File: src/rtl/mv_ref_addr_gen_pkg.sv
// mv_ref_addr_gen_pkg: MV field bounds and FSM state encodings shared by the reference address generator
package mv_ref_addr_gen_pkg;
  localparam int MV_W     = 16;
  localparam int MV_H_MSB = 15;
  localparam int MV_H_LSB = 8;
  localparam int MV_V_MSB = 7;
  localparam int MV_V_LSB = 0;
  typedef enum logic [1:0] {
    IDLE = 2'd0,
    CALC = 2'd1,
    EMIT = 2'd2,
    FIN  = 2'd3
  } state_t;
endpackage

File: src/rtl/mv_ref_addr_gen_coord_clamp.sv
// coord_clamp: combinational signed saturate of a coordinate to [0, LIMIT-1]
module coord_clamp #(
  parameter int W     = 9,
  parameter int LIMIT = 64,
  parameter int OW    = 6
) (
  input  logic signed [W-1:0]  v,
  output logic        [OW-1:0] q
);
  localparam logic signed [W-1:0] MAXV = W'(LIMIT - 1);
  always_comb q = v[W-1] ? '0 : (v > MAXV) ? OW'(LIMIT - 1) : v[OW-1:0];
endmodule

File: src/rtl/mv_ref_addr_gen.sv
// mv_ref_addr_gen: emits the clamped raster address sequence of one MV-displaced reference block
module mv_ref_addr_gen
  import mv_ref_addr_gen_pkg::*;
#(
  parameter int BLOCK_SIZE = 8,
  parameter int FRAME_W    = 64,
  parameter int FRAME_H    = 64,
  parameter int ADDR_W     = 12,
  parameter int COORD_W    = 6
) (
  input  logic               CLK,
  input  logic               RST_ASYNC_N,
  input  logic               START,
  input  logic [MV_W-1:0]    MV_IN,
  input  logic [COORD_W-1:0] BLK_X,
  input  logic [COORD_W-1:0] BLK_Y,
  output logic [ADDR_W-1:0]  ADDR_OUT,
  output logic               ADDR_VALID,
  input  logic               ADDR_READY,
  output logic               BUSY,
  output logic               DONE
);
  localparam int XW = $clog2(FRAME_W);
  localparam int YW = $clog2(FRAME_H);
  localparam int BW = COORD_W + 3;
  localparam int CW = $clog2(BLOCK_SIZE);
  state_t state, state_nxt;
  logic [MV_W-1:0] mv;
  logic [COORD_W-1:0] blk_x, blk_y;
  logic signed [BW-1:0] bx, by, bx_c, by_c, base_x, base_y, px, py;
  logic [CW-1:0] col, row, col_nxt, row_nxt;
  logic [XW-1:0] cx;
  logic [YW-1:0] cy;
  logic fire, last;
  always_comb begin
    bx_c   = BW'(signed'({1'b0, blk_x})) + BW'(signed'(mv[MV_H_MSB:MV_H_LSB]));
    by_c   = BW'(signed'({1'b0, blk_y})) + BW'(signed'(mv[MV_V_MSB:MV_V_LSB]));
    base_x = (state == CALC) ? bx_c : bx;
    base_y = (state == CALC) ? by_c : by;
    fire   = (state == EMIT) && ADDR_READY;
    last   = &{row, col};
    col_nxt = (state == EMIT) ? col + 1'b1 : '0;
    row_nxt = (state == EMIT) ? row + CW'(&col) : '0;
    px = base_x + signed'(BW'(col_nxt));
    py = base_y + signed'(BW'(row_nxt));
  end
  // address for the position the counters move to, so ADDR_OUT can be registered
  coord_clamp #(.W(BW), .LIMIT(FRAME_W), .OW(XW)) u_clamp_x (.v(px), .q(cx));
  coord_clamp #(.W(BW), .LIMIT(FRAME_H), .OW(YW)) u_clamp_y (.v(py), .q(cy));
  always_comb
    state_nxt = (state == IDLE) ? (START ? CALC : IDLE) :
                (state == CALC) ? EMIT :
                (state == EMIT) ? ((fire && last) ? FIN : EMIT) : IDLE;
  always_ff @(posedge CLK or negedge RST_ASYNC_N)
    if (!RST_ASYNC_N) state <= IDLE;
    else state <= state_nxt;
  always_ff @(posedge CLK or negedge RST_ASYNC_N)
    if (!RST_ASYNC_N) begin
      mv       <= '0;
      blk_x    <= '0;
      blk_y    <= '0;
      bx       <= '0;
      by       <= '0;
      col      <= '0;
      row      <= '0;
      ADDR_OUT <= '0;
    end else begin
      if (state == IDLE && START) begin
        mv    <= MV_IN;
        blk_x <= BLK_X;
        blk_y <= BLK_Y;
      end
      if (state == CALC) begin
        bx <= bx_c;
        by <= by_c;
      end
      if (fire) begin
        col <= col_nxt;
        row <= row_nxt;
      end
      if (state == CALC || (fire && !last)) ADDR_OUT <= ADDR_W'({cy, cx});
    end
  assign ADDR_VALID = (state == EMIT);
  assign BUSY       = (state != IDLE);
  assign DONE       = (state == FIN);
endmodule

File: config.mk
export PLATFORM = sky130hd
export DESIGN_NAME = mv_ref_addr_gen
export DESIGN_NICKNAME = d
export VERILOG_FILES = /design/src/rtl/mv_ref_addr_gen_pkg.sv /design/src/rtl/mv_ref_addr_gen_coord_clamp.sv /design/src/rtl/mv_ref_addr_gen.sv
export SDC_FILE = /design/constraint.sdc
export NUM_CORES = 1
export LEC_CHECK = 0
export BUFFER_PORTS_ARGS = -buffer_cell sky130_fd_sc_hd__buf_2
export CORE_MARGIN = 5
export CORE_UTILIZATION = 52
export DETAILED_ROUTE_END_ITERATION = 6
export MAX_ROUTING_LAYER = met4
export PLACE_DENSITY = 0.76
export SYNTH_ARGS = -nofsm -noshare
export SYNTH_HDL_FRONTEND = slang
export SYNTH_SLANG_ARGS = --single-unit
File: constraint.sdc
create_clock -name CLK -period 3.6 [get_ports CLK]
set_clock_uncertainty 0.15 [all_clocks]
set_input_delay 0 -clock CLK [delete_from_list [all_inputs] [get_ports CLK]]
set_output_delay 0 -clock CLK [all_outputs]
set_load 0.02 [all_outputs]
==> run summary <==
Status: completed
Hold Path Class: input pin to flip-flop
Post-Synthesis Cells: 336
Post-synth top cells: 66 x dfrtp_1, 36 x mux2_2, 28 x nand2_1
CTS H-tree lvls: 3
Number of buffers created by CTS: 9
Largest net degree at the start of global routing: 37
Via count: 2848
CP Data Required Time: 3650 ps
Critical Path End Type: flip-flop
Kind of critical path: flip-flop to flip-flop
LEAKAGE: 0.002150 uW
Unrepaired setup endpoints after global routing: no
Layout net count: 483
GP Congestion: 0.8449
Least-Margin Pin Slew: 810.5 ps
Post-CTS Resized: 0
DRT antenna net count: 0
Setup ws final: 311.3 ps
YS warnings: 0
Max Cap Viol: 0
Tmin final: 3289 ps
Per-cell routed wire length: 15.12 um
I/O pin cnt: 47
#FFs+latches synth: 66
Pre-CTS setup slack: 325.0 ps
CP max-delay cell: dfrtp_1
Final hold vios: 0
Post-synthesis sequential area ratio: 43.59%
Pins Over Slew Limit: 0
Initial antenna violation count: 0
Clk pin slew, worst setup/hold paths: 70 ps
Critical Path Fanout Max: 6
Initial Util: 52.80%
Die area: 9093 um^2
PwrDens: 960.8 nW/um^2
Crit share post-route: 91.35%
Die Span Y: 95.36 um
DP Wirelength: 5721 um
Share of layout cells above drive strength 1: 28.84%
Top cell by count, worst path: ha_1
FP Rows: 31
GRT Residual Overflow: 0
Root buf cell: clkbuf_8
Vias/cell: 5.456
Mapped Area: 3789 um^2
Die W: 95.36 um
Area grow syn2layout: 21.96%
Post-synth EDFFs: 0
Total chip power: 4440 uW
Mapped Avg Cell Area: 11.28 um^2
DRT Wirelength: 7895 um
CTS tree: yes
Core Region: 7176 um^2
Synth Flop Type: dfrtp_1
Clock buffer depth: 2
First-pass GRT wire length: 13120 um
Most frequent cell after synthesis: dfrtp_1
Initial DRC count: 121
Largest cells by area after synthesis: dfrtp_1 44%, mux2_2 11%, ha_1 8.6%
Final setup TNS: 0 ps
DR pass1 iterations: 4
Worst skew pair latency: 340 ps
Number of global-route vias before repair: 2983
Critical Path AT: 3340 ps
Crit path cell chain: ha_1 -> ha_1 -> ha_1 -> ha_1 -> and2_1 -> ha_1 -> a21o_1 -> a21o_1 -> o211ai_1 -> nand2_1 -> mux2_4 -> o22ai_4 -> a32oi_1
Netlist cell types: 60
Type of origin of the critical path: flip-flop
Drc violations: 0
VDD IR max: 588.9 uV
Slew margin rel.: 45.97%
Synth area leader: dfrtp_1
Hold_ws: 17.86 ps
Top-area cell type share of the netlist area: 43.59%
Crit path largest cell delay: 400 ps
Syn_nets: 398
Tot GR Track Use: 19.18%
FMAX: 304.1 MHz
I/O Buffers: 46
Async S/R FF share, synth: 100.0%
ANT cells: 0
Final Setup Violations: 0
CTS Sinks: 66
[worst max-delay path, delay by kind of cell, from the launching register on]
family,cells,cell delay (ps)
adders and majority gates,5,1160
muxes,1,290
and+or+nand+nor,2,280
DFF,1,400
AOI/OAI and AO/OA,5,880
[layout make-up]
class,count,area [um^2]
flip-flops and latches,66,1652
inverters,14,52.55
fillers,572,2555
multi-input cells,246,2043
clock buffers,13,158.9
well taps,99,123.9
repair buffers,84,590.6
[flip-flops by register name, summed over array words and instances, names as in the netlist]
name,cells
blk_y,6
blk_x,6
mv,16
ADDR_OUT,12
state,2
row,3
bx,9
by,9
col,3
[where the power goes]
part / internal (uW) / total, uW / switching [uW]
clock network: 277 / 537 / 260
registers: 1110 / 1330 / 220
logic: 1160 / 2570 / 1410
total: 2550 / 4440 / 1890
[layout by cell type (no fill, tap or decap), types with 2 or more instances in the layout]
cell	instances
xnor2_1	9
mux2_2	36
dfrtp_1	66
a31o_2	2
ha_1	26
or2_2	2
clkbuf_1	2
nand2_1	28
xor2_1	6
a22oi_1	6
a31oi_1	6
and3_1	2
a211oi_1	5
nand3_1	9
a211o_1	3
buf_2	46
a211oi_2	2
fa_1	4
nor2b_1	9
nor3b_1	2
dlygate4sd3_1	30
o2111ai_1	2
a21o_1	8
clkbuf_8	11
and2_1	4
o211ai_2	3
o21a_1	4
o21bai_1	2
o31ai_4	2
inv_1	13
buf_4	8
a21oi_1	17
nor2_1	12
o21ai_0	7
o211ai_1	2
[per-layer routing]
layer	track usage, %	wire (um)	up-vias
met5	-	0	-
li1	-	-	1392
met3	5.367	367	12
met2	34.40	4133	63
met1	20.38	3271	1381
met4	6.010	123	0
[logic make-up (layout without fill, tap and decap cells)]
| family | count (synthesis) | after routing | synth area share, % |
|---|---|---|---|
| and+or+nand+nor | 80 | 80 | 11.23 |
| DFF | 66 | 66 | 43.59 |
| AOI/OAI and AO/OA | 83 | 83 | 17.17 |
| adders and majority gates | 30 | 30 | 10.70 |
| buffers and inverters | 24 | 111 | 2.477 |
| xor gates and xnor gates | 15 | 15 | 3.468 |
| muxes | 38 | 38 | 11.36 |
[per-stage QoR]
| stage | utilization, % | std cells | area, um^2 |
|---|---|---|---|
| after CTS | 64.39 | 522 | 4621 |
| final | 64.39 | 522 | 4621 |
| after global routing | 64.39 | 522 | 4621 |
| after global placement | 57.99 | 479 | 4161 |
| after floorplan | - | 336 | 3789 |
| after detailed placement | 57.99 | 479 | 4161 |
[final timing paths]
check | slack, ps | cells after the start | start | end
worst max-delay path | 310 | 13 | col[0] | ADDR_OUT[8]
max in group asynchronous | 2250 | 3 | RST_ASYNC_N | bx[2]
worst min register to register | 350 | 1 | bx[0] | bx[0]
worst max register to register | 310 | 13 | col[0] | ADDR_OUT[8]
min in group asynchronous | 150 | 2 | RST_ASYNC_N | mv[3]
worst min-delay path | 20 | 4 | START | state[0]
[what timing repair did]
action,in CTS,in global routing
endpoints found under the hold margin,66,0
hold buffers,30,0
setup buffers,0,0
Power figures use the tool's default switching activity.
